$ cat src/rtl/cpu_run_trace_ctrl_pkg.sv
// rtl/cpu_run_trace_ctrl_pkg.sv - shared types and trace view helper for the run/trace controller
package cpu_run_trace_ctrl_pkg;

    typedef enum logic [1:0] {
        S_IDLE,
        S_STEP,
        S_RUN,
        S_FAULT
    } run_state_t;

    typedef enum logic [1:0] {
        NONE,
        USER,
        BKPT,
        FAULT
    } stop_cause_t;

    // A capture pushes the viewed entry one slot older; navigation then moves within the filled range.
    function automatic int next_view_offset(
        input int   offset,
        input int   count_after,
        input int   depth,
        input logic capture,
        input logic prev,
        input logic next
    );
        int off;
        off = offset;
        if (capture && off != 0) begin
            off = (off + 1 > depth - 1) ? depth - 1 : off + 1;
        end
        if (prev && !next && off < count_after - 1) begin
            off = off + 1;
        end else if (next && !prev && off > 0) begin
            off = off - 1;
        end
        if (off > count_after - 1) begin
            off = count_after - 1;
        end
        if (off < 0) begin
            off = 0;
        end
        return off;
    endfunction

endpackage

$ cat src/rtl/cpu_run_trace_ctrl_edge_pulse.sv
// rtl/cpu_run_trace_ctrl_edge_pulse.sv - synchronous rising-edge detector for debounced button levels
module edge_pulse #(
    parameter int WIDTH = 1
) (
    input  logic             clk,
    input  logic             reset,
    input  logic [WIDTH-1:0] level,
    output logic [WIDTH-1:0] pulse
);

    logic [WIDTH-1:0] prev;

    always_ff @(posedge clk) begin
        if (reset) begin
            prev <= '0;
        end else begin
            prev <= level;
        end
    end

    assign pulse = level & ~prev;

endmodule

$ cat src/rtl/cpu_run_trace_ctrl.sv
// rtl/cpu_run_trace_ctrl.sv - stackCPU run/step controller with scrollable retired-result trace
module cpu_run_trace_ctrl
    import cpu_run_trace_ctrl_pkg::*;
#(
    parameter int PC_WIDTH         = 8,
    parameter int INSTR_WIDTH      = 16,
    parameter int DATA_WIDTH       = 32,
    parameter int DEPTH            = 8,
    parameter int CLK_FREQUENCY_HZ = 8000000,
    parameter int RUN_RATE_HZ      = 4,
    parameter int SIMULATE         = 0
) (
    input  logic                     clk,
    input  logic                     reset,
    input  logic                     btn_step,
    input  logic                     btn_run,
    input  logic                     btn_prev,
    input  logic                     btn_next,
    input  logic                     bkpt_en,
    input  logic [PC_WIDTH-1:0]      bkpt_pc,
    input  logic [PC_WIDTH-1:0]      cpu_pc,
    input  logic [INSTR_WIDTH-1:0]   cpu_instruction,
    input  logic [DATA_WIDTH-1:0]    cpu_result,
    input  logic                     cpu_valid_result,
    input  logic                     cpu_halt,
    input  logic                     cpu_error,
    output logic                     single_step,
    output logic                     running,
    output logic [1:0]               stop_cause,
    output logic [PC_WIDTH-1:0]      view_pc,
    output logic [INSTR_WIDTH-1:0]   view_instruction,
    output logic [DATA_WIDTH-1:0]    view_result,
    output logic [$clog2(DEPTH)-1:0] view_offset,
    output logic                     view_live,
    output logic                     new_result
);

    localparam int OW  = $clog2(DEPTH);
    localparam int CW  = OW + 1;
    localparam int DIV = (SIMULATE != 0) ? 4 : CLK_FREQUENCY_HZ / RUN_RATE_HZ;
    localparam int DW  = (DIV > 1) ? $clog2(DIV) : 1;
    localparam logic [DW-1:0] DIV_LAST = DW'(DIV - 1);

    typedef struct packed {
        logic [PC_WIDTH-1:0]    pc;
        logic [INSTR_WIDTH-1:0] instruction;
        logic [DATA_WIDTH-1:0]  result;
    } trace_entry_t;

    logic [3:0]    btn_level;
    logic [3:0]    btn_edge;
    logic          step_edge;
    logic          run_edge;
    logic          prev_edge;
    logic          next_edge;
    run_state_t    state;
    stop_cause_t   cause;
    logic [DW-1:0] div_cnt;
    logic          bkpt_hit;

    assign btn_level = {btn_next, btn_prev, btn_run, btn_step};

    edge_pulse #(
        .WIDTH(4)
    ) u_edge_pulse (
        .clk  (clk),
        .reset(reset),
        .level(btn_level),
        .pulse(btn_edge)
    );

    assign step_edge = btn_edge[0];
    assign run_edge  = btn_edge[1];
    assign prev_edge = btn_edge[2];
    assign next_edge = btn_edge[3];
    assign bkpt_hit  = cpu_valid_result && bkpt_en && (cpu_pc == bkpt_pc);

    // Faults preempt every other transition and latch until reset.
    always_ff @(posedge clk) begin
        if (reset) begin
            state       <= S_IDLE;
            cause       <= NONE;
            single_step <= 1'b0;
            running     <= 1'b0;
            div_cnt     <= '0;
        end else begin
            single_step <= 1'b0;
            if (cpu_halt || cpu_error) begin
                state   <= S_FAULT;
                cause   <= FAULT;
                running <= 1'b0;
            end else begin
                case (state)
                    S_IDLE: begin
                        if (step_edge) begin
                            single_step <= 1'b1;
                            state       <= S_STEP;
                        end else if (run_edge) begin
                            state   <= S_RUN;
                            running <= 1'b1;
                            cause   <= NONE;
                            div_cnt <= '0;
                        end
                    end
                    S_STEP: begin
                        if (cpu_valid_result) begin
                            state <= S_IDLE;
                        end
                    end
                    S_RUN: begin
                        if (bkpt_hit) begin
                            state   <= S_IDLE;
                            running <= 1'b0;
                            cause   <= BKPT;
                        end else if (run_edge) begin
                            state   <= S_IDLE;
                            running <= 1'b0;
                            cause   <= USER;
                        end else if (div_cnt == DIV_LAST) begin
                            div_cnt     <= '0;
                            single_step <= 1'b1;
                        end else begin
                            div_cnt <= div_cnt + 1'b1;
                        end
                    end
                    default: ;
                endcase
            end
        end
    end

    assign stop_cause = cause;

    trace_entry_t  trace_mem [DEPTH];
    trace_entry_t  rd_entry;
    logic [OW-1:0] wr_ptr;
    logic [OW-1:0] rd_idx;
    logic [CW-1:0] count;
    logic [CW-1:0] count_after;

    always_ff @(posedge clk) begin
        if (cpu_valid_result) begin
            trace_mem[wr_ptr] <= '{pc: cpu_pc, instruction: cpu_instruction, result: cpu_result};
        end
    end

    assign count_after = (cpu_valid_result && count != CW'(DEPTH)) ? count + 1'b1 : count;

    always_ff @(posedge clk) begin
        if (reset) begin
            wr_ptr      <= '0;
            count       <= '0;
            new_result  <= 1'b0;
            view_offset <= '0;
        end else begin
            if (cpu_valid_result) begin
                wr_ptr     <= wr_ptr + 1'b1;
                new_result <= ~new_result;
            end
            count       <= count_after;
            view_offset <= OW'(next_view_offset(int'(view_offset), int'(count_after), DEPTH,
                                                cpu_valid_result, prev_edge, next_edge));
        end
    end

    // Offset 0 is the most recent write, so read one slot behind the write pointer.
    assign rd_idx   = wr_ptr - OW'(1) - view_offset;
    assign rd_entry = trace_mem[rd_idx];

    assign view_pc          = (count == '0) ? '0 : rd_entry.pc;
    assign view_instruction = (count == '0) ? '0 : rd_entry.instruction;
    assign view_result      = (count == '0) ? '0 : rd_entry.result;
    assign view_live        = (view_offset == '0);

endmodule
$ cat config.mk
export PLATFORM = sky130hd
export DESIGN_NAME = cpu_run_trace_ctrl
export DESIGN_NICKNAME = d
export VERILOG_FILES = /design/src/rtl/cpu_run_trace_ctrl_pkg.sv /design/src/rtl/cpu_run_trace_ctrl_edge_pulse.sv /design/src/rtl/cpu_run_trace_ctrl.sv
export SDC_FILE = /design/constraint.sdc
export NUM_CORES = 1
export LEC_CHECK = 0
export CAP_MARGIN = 20
export CORE_MARGIN = 2
export CORE_UTILIZATION = 50
export DETAILED_ROUTE_END_ITERATION = 8
export MAX_ROUTING_LAYER = met4
export PLACE_DENSITY_LB_ADDON = 0.1
export RECOVER_POWER = 100
export SYNTH_ARGS = -nofsm -noshare
export SYNTH_HDL_FRONTEND = slang
export SYNTH_SLANG_ARGS = --single-unit
export TNS_END_PERCENT = 20
$ cat constraint.sdc
create_clock -name clk -period 7 [get_ports clk]
set_clock_uncertainty 0.05 [all_clocks]
set_input_delay 1.4 -clock clk [delete_from_list [all_inputs] [get_ports clk]]
set_output_delay 1.4 -clock clk [all_outputs]
set_load 0.01 [all_outputs]
# After elaboration in Yosys (flattened, before gate mapping)

Memory sizes are Yosys's and may differ from the RTL's.
Index checks and enable logic that the tools add are counted.
W data, S select, Z words.

Add/subtract/negate cells: 9
Bitwise operators: 4
Mux-type cells: 42
Order comparisons: 5
Equal/unequal tests: 15
Reduce and logical (&&, ||, !) cells: 24

Operators with widths:

| kind                    | count |
|---|---|
| $mux W32                | 7 |
| $mux W21                | 5 |
| $pmux W21 S2            | 1 |
| $add A32 B2 Y32 const B | 1 |
| $gt A32 B1 Y1 const B   | 1 |
| $gt A32 B32 Y1          | 1 |
| $gt A32 B4 Y1 const B   | 1 |
| $lt A32 B1 Y1 const B   | 1 |
| $lt A32 B32 Y1          | 1 |
| $sub A32 B2 Y32 const B | 1 |
| $add A21 B1 Y21 const B | 1 |
| $eq A21 B21 Y1 const B  | 1 |
| $mux W2                 | 10 |
| $mux W16                | 1 |
| $mux W4                 | 3 |
| $ne A3 B3 Y1 const B    | 4 |
| $ne A4 B4 Y1 const B    | 3 |
| $reduce_and A4 Y1       | 3 |
| $mux W1                 | 10 |
| $eq A8 B8 Y1            | 1 |
| $logic_and A1 B1 Y1     | 8 |
| $mux W8                 | 1 |
| $ne A2 B2 Y1 const B    | 4 |
| $pmux W2 S3             | 1 |
| 23 further kinds        | 28 |

Memories kept: 1
Bits of input ports: 74
Flip-flop bits (word level): 42
Output and inout port bits: 65
RAM bits: 448

Memory list:

| name      | words | width | read ports | clocked after Yosys merged registers in | write ports | line                      | source |
|---|---|---|---|---|---|---|---|
| trace_mem | 8     | 56    | 1          | 0                                       | 1           | cpu_run_trace_ctrl.sv:134 | `trace_entry_t trace_mem [DEPTH];` |

# Depth between registers and ports, before layout

Word-level depth: 15
Gate-level depth with buffers: 21
Depth with buffers taken out: 21

# Modules after synthesis

From an unflattened synthesis, not the netlist that was laid out.

Cell total of the unflattened synthesis: 1134
Area total of the unflattened synthesis: 19936.6 um^2

Modules (own cells, without submodules):

| module             | seq. area each (um^2) | cells an instance | times used | area an instance (um^2) |
|---|---|---|---|---|
| cpu_run_trace_ctrl | 14213.6               | 1122              | 1          | 19796.5 |
| edge_pulse         | 80.1                  | 12                | 1          | 140.1 |

# Worst setup path before layout

Ideal clock, no wire load.

Path kind: input-to-reg
Start: input cpu_valid_result
End: memory trace_mem[4][0] (netlist bit), enable pin
Stages on the path: 4
Path buffers: 2
Data arrival time: 5.669 ns
Data required time: 6.411 ns
Path slack: 0.742 ns
Cell sequence: buf_4 -> buf_2 -> nand2_1 -> nor3_1

Longest elaborated chain between the ends: 2

RTL lines:

| element                       | line                      | source |
|---|---|---|
| start, declared               | cpu_run_trace_ctrl.sv:24  | `input logic cpu_valid_result,` |
| $mux W1                       | cpu_run_trace_ctrl.sv:142 | `if (cpu_valid_result) begin` |
| $mux W1 (implied by the code) | cpu_run_trace_ctrl.sv:143 | `trace_mem[wr_ptr] <= '{pc: cpu_pc, instruction: cpu_instruction, result: cpu_result};` |
| end, declared                 | cpu_run_trace_ctrl.sv:134 |  |

Every way passes these cells.

# Worst setup path in the final report

Start: register view_offset[0]
End: output view_result[1]

Longest elaborated chain between the ends: 3

RTL lines:

| element                | line                      | source |
|---|---|---|
| start, declared        | cpu_run_trace_ctrl.sv:33  | `output logic [$clog2(DEPTH)-1:0] view_offset,` |
| start signal, assigned | cpu_run_trace_ctrl.sv:161 | `view_offset <= OW'(next_view_offset(int'(view_offset), int'(count_after), DEPTH,` |
| $sub A3 B3 Y3          | cpu_run_trace_ctrl.sv:167 | `assign rd_idx = wr_ptr - OW'(1) - view_offset;` |
| $mem_v2 Z8 W56         | n/a                       |  |
| $mux W32               | cpu_run_trace_ctrl.sv:172 | `assign view_result = (count == '0) ? '0 : rd_entry.result;` |
| end, declared          | cpu_run_trace_ctrl.sv:32  | `output logic [DATA_WIDTH-1:0] view_result,` |

Every way passes these cells.

==> metrics.csv <==
stage,metric,value,unit
sta,Max Freq,162.6,MHz
worst_setup_path,worst path buffer plus inverter count,4,
floorplan,Die ar.,41620,um^2
sta,Worst-Margin Slew,4.223,ns
floorplan,Cell Rows,73,
global_routing,largest net degree at the start of global routing,57,
clock_tree,TritonCTS clock tree,done,
pwr,Logic pwr share,0.318,
worst_setup_path,"slowest stage cell, crit path",fa_4,
sta,Final Max Slew Viols,349,
worst_setup_path,R2R Setup Slk,2.36,ns
pwr,switch share,0.2949,
worst_setup_path,"Worst Path Class, Setup",reg2out,
drt,Residual DRC,0,
drt,DR WL/cell,22.43,um
cells_and_area,Area growth syn-to-layout,17.59,%
global_routing,gr ovfl total,0,
sta,relative slew slack,-1.815,
drt,Pre-Repair DR Iteration Count,5,
worst_setup_path,startpoint types,flip-flop,
min_path,Worst Hold Endpoint,div_cnt[19],
cells_and_area,layout cell share with drive strength beyond 1,0.1619,
cells_and_area,area taken by multi-input logic gates,5419,um^2
pwr,Clk pwr share,0.292,
drt,post-DR vias/cell,5.731,
synth,register bit total from synthesis,490,
run,max cap viols,8,
floorplan,CORE AREA,39640,um^2
place,I/O Buffers,138,
worst_setup_path,crit-path max FO,36,
worst_setup_path,crit-path cells,inv_1 > ha_4 > inv_1 > fa_4 > clkbuf_2 > mux4_2 > nand2_1 > a21oi_1 > dlygate4sd3_1,
sta,min Tclk post-route,6.149,ns
floorplan,Die Ht,204.0,um
pwr,Int Power,0.006003,W
clock_tree,worst skew pair latency,0.58,ns
pwr,LEAKAGE,7.870,nW
synth,number of flops mapped to enable cells by yosys,448,
floorplan,Die Wd,204.0,um
pwr,Pwr Density,362.0,nW/um^2
synth,ys async rst share,0,
worst_setup_path,critical path endpoint category,output port,
min_path,worst min path class,reg2reg,
synth,post-synthesis sequential area ratio,0.7146,
clock_tree,H-tree depth,2,
sta,unrepaired setup endpoints after global routing,false,
sta,Hold WS,0.4512,ns
floorplan,IO Count,139,
worst_setup_path,most frequent CP cell,inv_1,
global_routing,Tot GR Track Use,0.2131,
worst_setup_path,R2R Path Start,count[0],
run_status,outcome,"complete, but fails checks",
synth,Post-Syn Instances,1147,
worst_setup_path,required time worst endpoint,5.55,ns
drt,DRT Wirelength,41.87,mm
global_routing,antenna violations before repair,2,
clock_tree,setup bufs post-CTS,0,
sta,post-route clock period utilization,0.8784,
clock_tree,root buffer cell,clkbuf_16,
sta,final hold violation count,0,
worst_setup_path,Crit. path cell count,9,
pwr,sw power,0.002511,W
min_path,hold path start,div_cnt[19],
place,hpwl dp,22.42,mm
floorplan,initial core utilization,0.5046,
synth,Post-synth top flop,edfxtp_1,
synth,post-synthesis cell area,20000,um^2
drt,Initial DRC Count,646,
pwr,Reg power frac,0.390,
synth,syn nets,1248,
synth,Yosys cell types,71,
global_routing,first-pass GRT wire length,64.24,mm
min_path,number of cells on the worst hold path,2,
clock_tree,CTS max path bufs,3,
cells_and_area,fillers,3103,
synth,syn avg cell area,17.44,um^2
drt,DR vias,10700,
worst_setup_path,reg-to-reg endpoint,view_offset[0],
clock_tree,clock-pin slew on the worst setup and hold paths,0.06,ns
drt,post-route ant nets,0,
synth,Yosys warning count,0,
sta,Final Setup Violations,0,
run_status,failing checks,"max-capacitance violations, max-slew violations",
clock_tree,# clock sinks,490,
worst_setup_path,R2R depth,20,
clock_tree,Post-CTS Resized,0,
pwr,Max VDD drop,258.5,uV
clock_tree,CTS Buf Count,50,
worst_setup_path,WP data arrival,4.70,ns
worst_setup_path,CP Launch Point,view_offset[0],
cells_and_area,Final nets,1403,
worst_setup_path,max incr delay on CP,1.17,ns
clock_tree,hold_buf cts,0,
sta,setup_tns,0,ns
global_routing,vias in the first global route,10926,
worst_setup_path,"delay-heaviest family, CP",buffers and inverters,
cells_and_area,flip-flop and latch area,14290,um^2
place,routability cong.,0.7953,
## state kept, by name (all words and copies together), names as in the netlist
register           cells
count                  4
div_cnt               21
new_result             1
running                1
single_step            1
state                  2
stop_cause             2
trace_mem            448
u_edge_pulse.prev      4
view_offset            3
wr_ptr                 3
## routing by layer
metal	wire length [um]	track usage	vias to the layer above
met2	20600	0.3360	260
met1	18340	0.2932	5536
met3	2234	0.03779	57
met5	0	-	-
met4	697	0.05072	0
li1	-	-	4847
## synthesized netlist by cell type, types with 4 or more instances
| library cell | number | area share |
|---|---|---|
| edfxtp_1 | 448 | 0.67 |
| nand2_1 | 126 | 0.024 |
| mux4_2 | 112 | 0.13 |
| a21oi_1 | 74 | 0.019 |
| nor2_1 | 49 | 0.0092 |
| dfxtp_1 | 42 | 0.042 |
| clkbuf_1 | 34 | 0.0064 |
| ha_1 | 26 | 0.016 |
| xor2_1 | 25 | 0.011 |
| inv_1 | 19 | 0.0036 |
| buf_2 | 15 | 0.0038 |
| nand3_1 | 15 | 0.0038 |
| nand4_1 | 14 | 0.0044 |
| and3_1 | 11 | 0.0034 |
| o21ai_0 | 9 | 0.0023 |
| nor2b_1 | 8 | 0.0025 |
| mux2i_1 | 7 | 0.0035 |
| nand2b_1 | 7 | 0.0022 |
| a31oi_1 | 6 | 0.0019 |
| and4_1 | 6 | 0.0026 |
| nor3_1 | 6 | 0.0015 |
| xnor2_1 | 6 | 0.0026 |
| nor4_1 | 5 | 0.0016 |
| o31ai_1 | 5 | 0.0019 |
| or3_1 | 5 | 0.0016 |
| nand3b_1 | 4 | 0.0015 |
| o211ai_1 | 4 | 0.0015 |
## power by group through the flow
stage                     sequential [W]  combinational [W]  clock, W
after floorplan                  0.00337            0.00189         0
after global placement           0.00337            0.00280         0
after detailed placement         0.00337            0.00283         0
after CTS                        0.00331            0.00284   0.00254
after global routing             0.00332            0.00297   0.00265
final                            0.00332            0.00271   0.00249
## cell usage in the layout, fill, tap and decap left out, types with 4 or more instances in the layout
cell	count
mux4_2	112
clkbuf_16	51
o31ai_1	5
a31oi_1	6
nor4_1	5
buf_4	6
nor2b_1	8
xnor2_1	5
nand3b_1	4
inv_1	19
mux2i_1	7
edfxtp_1	448
ha_1	25
nand4_1	15
dfxtp_1	42
nand3_1	15
xor2_1	24
and4_1	6
nor3_1	5
clkbuf_1	19
nand2b_1	7
clkbuf_2	5
clkinv_1	11
dlygate4sd3_1	117
o21ai_0	9
a21oi_1	74
or3_1	5
nor2_1	46
clkdlybuf4s50_1	21
nand2_1	127
and3_1	11
clkinv_2	8
o211ai_1	4
## layout make-up
class | instances | share of cell area
well taps | 525 | 0.02793
multi-input cells | 581 | 0.2304
flip-flops and latches | 490 | 0.6077
clock buffers | 65 | 0.05735
repair buffers | 160 | 0.06602
clock inverters | 25 | 0.007341
inverters | 19 | 0.003032
diodes | 2 | 0.0002128
## metrics by stage
step / instance area (um^2) / std cells / power [W] / setup WS (ns) / util
2_1_floorplan: 20000 / 1147 / 0.005262 / 0.7418 / -
3_3_place_gp: 22070 / 1773 / 0.006167 / 1.121 / 0.5568
3_5_place_dp: 22110 / 1775 / 0.006199 / 1.030 / 0.5579
4_1_cts: 23640 / 1865 / 0.008692 / 1.174 / 0.5962
5_1_grt: 23520 / 1867 / 0.008954 / 0.5848 / 0.5933
6_report: 23520 / 1867 / 0.008514 / 0.8510 / 0.5933
## worst max path at each step
stage | to | slack, ns
after global routing | trace_mem[5][38] | 0.58
after detailed placement | view_offset[0] | 1.03
final | view_result[1] | 0.85
after CTS | view_pc[2] | 1.17
after floorplan | trace_mem[4][0] | 0.74
after global placement | view_offset[0] | 1.12
## worst register-to-register path: cells and delay by family (launching register included)
family / cells / cell delay [ns]
compound gates: 8 / 1.82
fa+ha+maj: 4 / 1.12
xor+xnor: 1 / 0.13
buf+inv: 1 / 0.07
simple gates: 6 / 0.95
flops: 1 / 0.40
## logic make-up after synthesis
| kind of cell | synth area share |
|---|---|
| flops | 0.7146 |
| simple gates | 0.07044 |
| compound gates | 0.03678 |
| mux | 0.1296 |
| buf+inv | 0.01733 |
| xor+xnor | 0.01357 |
| fa+ha+maj | 0.01727 |
| other cells | 0.0003755 |
No activity file was read; power rests on OpenSTA's default activity.
